## src/rtl/sd_spi_pkg.sv

```systemverilog
// Shared definitions for the SD-card SPI-mode command engine.
// Holds the engine state encoding, frame/response geometry constants and the
// serial CRC7 step used when the engine generates the command CRC itself.
package sd_spi_pkg;

    typedef enum logic [2:0] {
        INIT = 3'd0,
        IDLE = 3'd1,
        SEND = 3'd2,
        HUNT = 3'd3,
        RECV = 3'd4,
        TAIL = 3'd5,
        DONE = 3'd6
    } sd_state_e;

    localparam int         FRAME_BITS = 48;
    localparam int         CRC_BITS   = 40;      // frame bits covered by CRC7
    localparam logic [1:0] START_BITS = 2'b01;
    localparam logic       STOP_BIT   = 1'b1;
    localparam logic [7:0] FILL_BYTE  = 8'hFF;
    localparam int         EXTRA_BITS = 32;
    localparam int         TAIL_CLKS  = 8;
    localparam logic [6:0] CRC7_POLY  = 7'h09;

    // One serial step of CRC7 (x^7 + x^3 + 1), MSB-first data.
    function automatic logic [6:0] crc7_step(input logic [6:0] crc, input logic bit_in);
        logic fb;
        fb = bit_in ^ crc[6];
        return {crc[5:0], 1'b0} ^ (fb ? CRC7_POLY : 7'h00);
    endfunction

endpackage

```

## src/rtl/sd_clk_div.sv

```systemverilog
// SDclk generator: toggles sdclk every CLK_DIV clk50 cycles while run is high,
// holds it low otherwise. rise_tick/fall_tick are single-cycle strobes that are
// high in the clk50 cycle whose closing edge makes sdclk rise/fall.
// Ports: clk50, reset (sync, active high), run -> sdclk, rise_tick, fall_tick.
module sd_clk_div #(
    parameter int CLK_DIV = 64
) (
    input  logic clk50,
    input  logic reset,
    input  logic run,
    output logic sdclk,
    output logic rise_tick,
    output logic fall_tick
);

    logic [7:0] div_cnt_r;
    logic       sdclk_r;
    logic       wrap_s;

    assign wrap_s    = run && (div_cnt_r == 8'(CLK_DIV - 1));
    assign rise_tick = wrap_s && !sdclk_r;
    assign fall_tick = wrap_s && sdclk_r;
    assign sdclk     = sdclk_r;

    // Divider counter and SDclk toggle flop; stopping the clock parks it low.
    always_ff @(posedge clk50) begin
        if (reset) begin
            div_cnt_r <= 8'd0;
            sdclk_r   <= 1'b0;
        end else if (!run) begin
            div_cnt_r <= 8'd0;
            sdclk_r   <= 1'b0;
        end else if (wrap_s) begin
            div_cnt_r <= 8'd0;
            sdclk_r   <= ~sdclk_r;
        end else begin
            div_cnt_r <= div_cnt_r + 8'd1;
        end
    end

endmodule

```

## src/rtl/sd_spi_cmd_engine.sv

```systemverilog
// SD-card SPI-mode command engine. After reset it drives the power-up clock
// train (SDcs=1, SDout=1), then accepts command frames over cmd_valid/cmd_ready,
// shifts the 48-bit frame out MSB first, hunts for R1, optionally collects four
// trailing bytes (R3/R7) and reports them with a one-cycle resp_valid pulse.
// Ports: clk50/reset; cmd_valid, cmd_ready, cmd_index, cmd_arg, cmd_crc,
// cmd_extra; resp_valid, resp_r1, resp_data, resp_timeout; init_done;
// SD pins SDclk, SDcs, SDout, SDin.
// Build option: define CRC7_GEN_EN to compute the frame CRC7 internally
// (cmd_crc ignored); otherwise cmd_crc is sent verbatim.
module sd_spi_cmd_engine
    import sd_spi_pkg::*;
#(
    parameter int CLK_DIV      = 64,
    parameter int INIT_CLKS    = 80,
    parameter int RESP_TIMEOUT = 16
) (
    input  logic        clk50,
    input  logic        reset,
    input  logic        cmd_valid,
    output logic        cmd_ready,
    input  logic [5:0]  cmd_index,
    input  logic [31:0] cmd_arg,
    input  logic [6:0]  cmd_crc,
    input  logic        cmd_extra,
    output logic        resp_valid,
    output logic [7:0]  resp_r1,
    output logic [31:0] resp_data,
    output logic        resp_timeout,
    output logic        init_done,
    output logic        SDclk,
    output logic        SDcs,
    output logic        SDout,
    input  logic        SDin
);

    sd_state_e   state_r, state_nx_s;
    logic        run_s, rise_s, fall_s, hs_s;
    logic [15:0] cnt_r;
    logic [7:0]  byte_cnt_r;
    logic [46:0] sh_r;          // frame bits still to send after sdout_r
    logic [6:0]  rx_r;
    logic [7:0]  rx_byte_s;
    logic [31:0] data_r;
    logic [7:0]  r1_r;
    logic        extra_r, to_r;
    logic        sdcs_r, sdout_r, cmd_ready_r, resp_valid_r, resp_timeout_r, init_done_r;
    logic [7:0]  resp_r1_r;
    logic [31:0] resp_data_r;
`ifdef CRC7_GEN_EN
    logic [6:0]  crc_r, crc_nx_s;
    assign crc_nx_s = crc7_step(crc_r, sdout_r);
`endif

    assign hs_s      = cmd_valid && cmd_ready_r;
    assign rx_byte_s = {rx_r, SDin};

    sd_clk_div #(.CLK_DIV(CLK_DIV)) u_clk_div (
        .clk50     (clk50),
        .reset     (reset),
        .run       (run_s),
        .sdclk     (SDclk),
        .rise_tick (rise_s),
        .fall_tick (fall_s)
    );

    // Next-state decode and SDclk run enable.
    always_comb begin
        state_nx_s = state_r;
        run_s      = 1'b0;
        case (state_r)
            INIT: begin
                run_s = 1'b1;
                if (fall_s && cnt_r == 16'(INIT_CLKS - 1)) state_nx_s = IDLE;
                else                                        state_nx_s = INIT;
            end
            IDLE: begin
                if (hs_s) state_nx_s = SEND;
                else      state_nx_s = IDLE;
            end
            SEND: begin
                run_s = 1'b1;
                if (fall_s && cnt_r == 16'(FRAME_BITS - 1)) state_nx_s = HUNT;
                else                                         state_nx_s = SEND;
            end
            HUNT: begin
                run_s = 1'b1;
                if (rise_s && cnt_r == 16'd7) begin
                    if (!rx_byte_s[7]) begin
                        if (extra_r) state_nx_s = RECV;
                        else         state_nx_s = TAIL;
                    end else if (byte_cnt_r == 8'(RESP_TIMEOUT - 1)) begin
                        state_nx_s = TAIL;
                    end else begin
                        state_nx_s = HUNT;
                    end
                end else begin
                    state_nx_s = HUNT;
                end
            end
            RECV: begin
                run_s = 1'b1;
                if (rise_s && cnt_r == 16'(EXTRA_BITS - 1)) state_nx_s = TAIL;
                else                                         state_nx_s = RECV;
            end
            TAIL: begin
                run_s = 1'b1;
                // cnt_r counts tail rising edges; leave after the 8th cycle falls
                if (fall_s && cnt_r == 16'(TAIL_CLKS)) state_nx_s = DONE;
                else                                    state_nx_s = TAIL;
            end
            DONE: begin
                state_nx_s = IDLE;
            end
            default: begin
                state_nx_s = INIT;
            end
        endcase
    end

    // State register, shift/receive datapath and registered pin/handshake outputs.
    always_ff @(posedge clk50) begin
        if (reset) begin
            state_r        <= INIT;
            cnt_r          <= 16'd0;
            byte_cnt_r     <= 8'd0;
            sh_r           <= 47'd0;
            rx_r           <= 7'd0;
            data_r         <= 32'd0;
            r1_r           <= FILL_BYTE;
            extra_r        <= 1'b0;
            to_r           <= 1'b0;
            sdcs_r         <= 1'b1;
            sdout_r        <= 1'b1;
            cmd_ready_r    <= 1'b0;
            resp_valid_r   <= 1'b0;
            resp_r1_r      <= FILL_BYTE;
            resp_data_r    <= 32'd0;
            resp_timeout_r <= 1'b0;
            init_done_r    <= 1'b0;
`ifdef CRC7_GEN_EN
            crc_r          <= 7'd0;
`endif
        end else begin
            state_r      <= state_nx_s;
            cmd_ready_r  <= (state_nx_s == IDLE);
            resp_valid_r <= (state_nx_s == DONE);
            case (state_r)
                INIT: begin
                    if (fall_s) begin
                        if (state_nx_s == IDLE) begin
                            cnt_r       <= 16'd0;
                            init_done_r <= 1'b1;
                        end else begin
                            cnt_r <= cnt_r + 16'd1;
                        end
                    end
                end
                IDLE: begin
                    if (hs_s) begin
                        // First bit goes on the wire now, ahead of the first rising edge.
                        sdout_r        <= START_BITS[1];
`ifdef CRC7_GEN_EN
                        sh_r           <= {START_BITS[0], cmd_index, cmd_arg, 7'h00, STOP_BIT};
                        crc_r          <= 7'd0;
`else
                        sh_r           <= {START_BITS[0], cmd_index, cmd_arg, cmd_crc, STOP_BIT};
`endif
                        sdcs_r         <= 1'b0;
                        cnt_r          <= 16'd0;
                        byte_cnt_r     <= 8'd0;
                        extra_r        <= cmd_extra;
                        to_r           <= 1'b0;
                        resp_timeout_r <= 1'b0;
                    end
                end
                SEND: begin
                    if (fall_s) begin
                        if (state_nx_s == HUNT) begin
                            cnt_r   <= 16'd0;
                            sdout_r <= 1'b1;
`ifdef CRC7_GEN_EN
                        end else if (cnt_r == 16'(CRC_BITS - 1)) begin
                            // Last covered bit done: splice the finished CRC into the frame.
                            cnt_r   <= cnt_r + 16'd1;
                            crc_r   <= crc_nx_s;
                            sdout_r <= crc_nx_s[6];
                            sh_r    <= {crc_nx_s[5:0], STOP_BIT, 40'd0};
`endif
                        end else begin
                            cnt_r   <= cnt_r + 16'd1;
                            sdout_r <= sh_r[46];
                            sh_r    <= {sh_r[45:0], 1'b0};
`ifdef CRC7_GEN_EN
                            if (cnt_r < 16'(CRC_BITS)) crc_r <= crc_nx_s;
`endif
                        end
                    end
                end
                HUNT: begin
                    if (rise_s) begin
                        rx_r <= rx_byte_s[6:0];
                        if (cnt_r == 16'd7) begin
                            cnt_r <= 16'd0;
                            if (!rx_byte_s[7]) begin
                                r1_r <= rx_byte_s;
                            end else if (byte_cnt_r == 8'(RESP_TIMEOUT - 1)) begin
                                r1_r <= FILL_BYTE;
                                to_r <= 1'b1;
                            end else begin
                                byte_cnt_r <= byte_cnt_r + 8'd1;
                            end
                        end else begin
                            cnt_r <= cnt_r + 16'd1;
                        end
                    end
                end
                RECV: begin
                    if (rise_s) begin
                        data_r <= {data_r[30:0], SDin};
                        if (state_nx_s == TAIL) cnt_r <= 16'd0;
                        else                    cnt_r <= cnt_r + 16'd1;
                    end
                end
                TAIL: begin
                    if (rise_s) cnt_r <= cnt_r + 16'd1;
                    // Publish results so they line up with the resp_valid pulse.
                    if (state_nx_s == DONE) begin
                        resp_r1_r      <= r1_r;
                        resp_data_r    <= (extra_r && !to_r) ? data_r : 32'd0;
                        resp_timeout_r <= to_r;
                    end
                end
                default: begin
                end
            endcase
            if (state_r != TAIL && state_nx_s == TAIL) sdcs_r <= 1'b1;
        end
    end

    assign cmd_ready    = cmd_ready_r;
    assign resp_valid   = resp_valid_r;
    assign resp_r1      = resp_r1_r;
    assign resp_data    = resp_data_r;
    assign resp_timeout = resp_timeout_r;
    assign init_done    = init_done_r;
    assign SDcs         = sdcs_r;
    assign SDout        = sdout_r;

endmodule

```

## config.mk

```make
export PLATFORM = sky130hd
export DESIGN_NAME = sd_spi_cmd_engine
export DESIGN_NICKNAME = d
export VERILOG_FILES = /design/src/rtl/sd_spi_pkg.sv /design/src/rtl/sd_clk_div.sv /design/src/rtl/sd_spi_cmd_engine.sv
export SDC_FILE = /design/constraint.sdc
export NUM_CORES = 1
export LEC_CHECK = 0
export ABC_AREA = 1
export BUFFER_PORTS_ARGS = -buffer_cell sky130_fd_sc_hd__buf_2
export CORE_ASPECT_RATIO = 2
export CORE_MARGIN = 5
export CORE_UTILIZATION = 50
export CTS_BUF_LIST = sky130_fd_sc_hd__clkbuf_16
export DETAILED_ROUTE_END_ITERATION = 10
export PLACE_DENSITY = 0.69
export SYNTH_ARGS = -nofsm -noshare
export SYNTH_HDL_FRONTEND = slang
export SYNTH_SLANG_ARGS = --single-unit
```

## constraint.sdc

```tcl
create_clock -name clk50 -period 3.94 [get_ports clk50]
set_clock_uncertainty 0.1 [all_clocks]
set_input_delay 0.197 -clock clk50 [delete_from_list [all_inputs] [get_ports clk50]]
set_output_delay 0.197 -clock clk50 [all_outputs]
set_load 0.03 [all_outputs]
```

==> reports/metrics.csv <==
metric;value;unit
die_w;101.6;microns
antenna_cells;0;
postLayoutCoreUtil;56.85;%
final_cells;1431;
core_area;16680;sq um
power_density;383.1;nW/um^2
synth_area_per_cell;7.313;sq um
synth-compound-area-share;15.11;%
wirelength;19020;microns
ctsResizeCount;0;
maxSlewHeadroom;41.49;%
cts_buffer_depth;2;
vias;7359;
tightestPinTransition;877.7;ps
vias_per_cell;5.143;
ys_seq_area_share;42.44;%
hold_path_class;input port to flip-flop;
clk_pin_slew_worst_paths;70;ps
cts_tree;done;
dp_cells;1397;
antenna_left;0;
post-cts-setup-buffers;0;
chipHeight;193.3;microns
clkLatencyLatePin;430;ps
fill_cells;1620;
drc_errors;0;
min_path_cells;5;
clock_sinks;178;
finalHoldViolCount;0;
rsz0062_at_grt;false;
critPathCaptureType;flip-flop;
min_to;sh_r[3];
root_buffer;clkbuf_16;
yosys.area_share.simple;31.42;%
worstHoldStart;cmd_crc[2];
cp.arrival;3020;ps
fin_crit;2794;ps
drt_iter0_drc;429;
finalMaxSlewViolations;0;
initial_core_util;50.33;%
ctsHtreeMaxLevel;4;
max_freq;357.9;MHz
postSynthCellCount;1148;
finalSetupViolations;0;
synth_mux_area_share;0;%
hpwlAfterDp;12940;microns
maxCapViolCount;0;
wl_per_cell;13.29;microns
place_congestion;0.8759;
status;complete, no violations;
critPathKind;flip-flop to flip-flop;
rows;67;
synthDistinctLibCells;37;
setup_tns;0;ps
grt-ovfl-total;0;
reg2regPathDepth;13;
synth_area;8396;sq um
grt_pass1_wl;32780;microns
fin_nets;1266;
synth_xor_area_share;0.7303;%
grtUsageTotal;20.25;%
r2r_end;sh_r[46];
reg2reg_from;u_clk_div.div_cnt_r[0];
cts_buffers;17;
synth.net_count;1203;
cp-start-kind;flip-flop;
ys_warn_count;0;
firstDrtPassIters;4;
grt_start_max_net_pins;65;
layout-drive-gt1-share;20.34;%
crit_fanout;46;
vdd_ir_drop_max;0.3358;mV
synth_top_family_by_area;simple AND/OR/NAND/NOR gates;
cp.required;4160;ps
p_leak;3.838;nW
reg2reg_slack;1150;ps
num_io_pins;97;
antenna_found_initial;0;
cts_hold_buf;2;
finalCritPeriodShare;70.92;%
regArea;3563;sq um
synth-seq-cells;178;
grt_pass1_vias;7229;
synthAdderAreaFrac;0.7452;%
dieArea;19640;sq um
port_buffers;96;
area_growth;12.97;%
multiInputGateArea;4044;sq um
==> critical path, stage by stage (launching register included) <==
cell and delay [ps]:
dfxtp_1 350, ha_1 200, nand3_1 140, nor2_1 160, nand3_1 200, o21ai_1 210, nand4_2 180, inv_2 110
nand2_2 80, nand2_4 90, buf_4 560, nand3_1 130, nor2_1 120, nor2_1 50
==> state kept, by name, indices dropped and copies added, names as in the netlist <==
signal / flops
sh_r: 47
data_r: 32
resp_data: 32
cnt_r: 16
byte_cnt_r: 8
r1_r: 8
resp_r1: 8
u_clk_div.div_cnt_r: 8
rx_r: 7
state_r: 3
SDcs: 1
SDout: 1
cmd_ready: 1
extra_r: 1
init_done: 1
resp_timeout: 1
resp_valid: 1
to_r: 1
u_clk_div.sdclk: 1
==> worst max-delay path by stage <==
stage	from	end	slack [ps]	cells past startpoint
3_3_place_gp	u_clk_div.div_cnt_r[0]	sh_r[46]	1170	13
2_1_floorplan	state_r[1]	cnt_r[7]	1760	14
4_1_cts	u_clk_div.div_cnt_r[0]	sh_r[46]	1150	13
5_1_grt	u_clk_div.div_cnt_r[0]	sh_r[46]	760	15
6_report	u_clk_div.div_cnt_r[0]	sh_r[46]	1150	13
3_5_place_dp	u_clk_div.div_cnt_r[0]	sh_r[46]	1150	13
==> metal layers <==
layer / part of all wire [%] / vias to the layer above / track usage [%]
met3: 2.8 / 29 / 3.136
li1: - / 3829 / -
met4: 2.2 / 0 / 7.742
met2: 55 / 116 / 36.81
met1: 40 / 3385 / 23.06
met5: 0 / - / 0
==> power by group <==
group	leakage [nW]	total (mW)	internal (mW)	switching, mW
Clock	0.303	1.73	1.01	0.720
Combinational	2.10	0.104	0.0389	0.0651
Sequential	1.43	1.80	1.80	0.00187
Total	3.84	3.63	2.85	0.787
==> cells by family after synthesis <==
kind of cell    Yosys count
buf+inv                 174
fa+ha+maj                 5
simple gates            569
xor+xnor                  7
flops                   178
compound gates          215
==> stage by stage <==
stage	power [mW]	hold WS [ps]	setup slack (ps)	cell area [sq um]
2_1_floorplan	1.907	224.9	1763	8396
3_3_place_gp	1.948	330.0	1168	8856
3_5_place_dp	1.948	341.8	1154	8856
4_1_cts	3.678	21.13	1151	9484
5_1_grt	3.762	47.43	756.5	9484
6_report	3.633	37.47	1146	9484
==> placed cells by master, fill, tap and decap left out, drive strengths merged <==
cell type / instances
o21a: 2
xor2: 5
a211oi: 2
nand4: 9
dlygate4sd3: 2
a21oi: 146
nand3b: 2
o21bai: 2
clkinv: 5
or2: 3
nor3b: 7
clkbuf: 17
o21ai: 52
a31oi: 3
nand2: 346
bufinv: 3
buf: 111
inv: 111
nor3: 21
ha: 5
o31ai: 2
clkinvlp: 1
dfxtp: 178
o211ai: 6
nor2: 70
xnor2: 2
nand3: 111
==> cells in the mapped netlist (all sizes together) <==
cell / n / area (sq um)
ha: 5 / 62.56
nand4: 9 / 68.81
nand3b: 2 / 15.01
a31oi: 3 / 18.77
o211ai: 6 / 45.04
o21a: 2 / 15.01
nand3: 111 / 770.7
inv: 105 / 394.1
o31ai: 2 / 15.01
clkbuf: 41 / 153.9
a211oi: 2 / 15.01
xor2: 5 / 43.79
nor3: 21 / 120.1
o21bai: 2 / 15.01
a21oi: 146 / 884.6
o21ai: 52 / 260.3
buf: 28 / 254.0
xnor2: 2 / 17.52
nand2: 346 / 1316
dfxtp: 178 / 3563
or2: 3 / 18.77
nor3b: 7 / 52.55
nor2: 70 / 275.3
==> cell type report <==
type	count	area share (%)
multi-input combinational	796	42.64
tap	207	2.731
clock buffer	17	4.485
sequential	178	37.57
clock inverter	15	1.926
timing repair buffer	113	6.491
inverter	105	4.156
No activity file was read; power rests on OpenSTA's default activity.
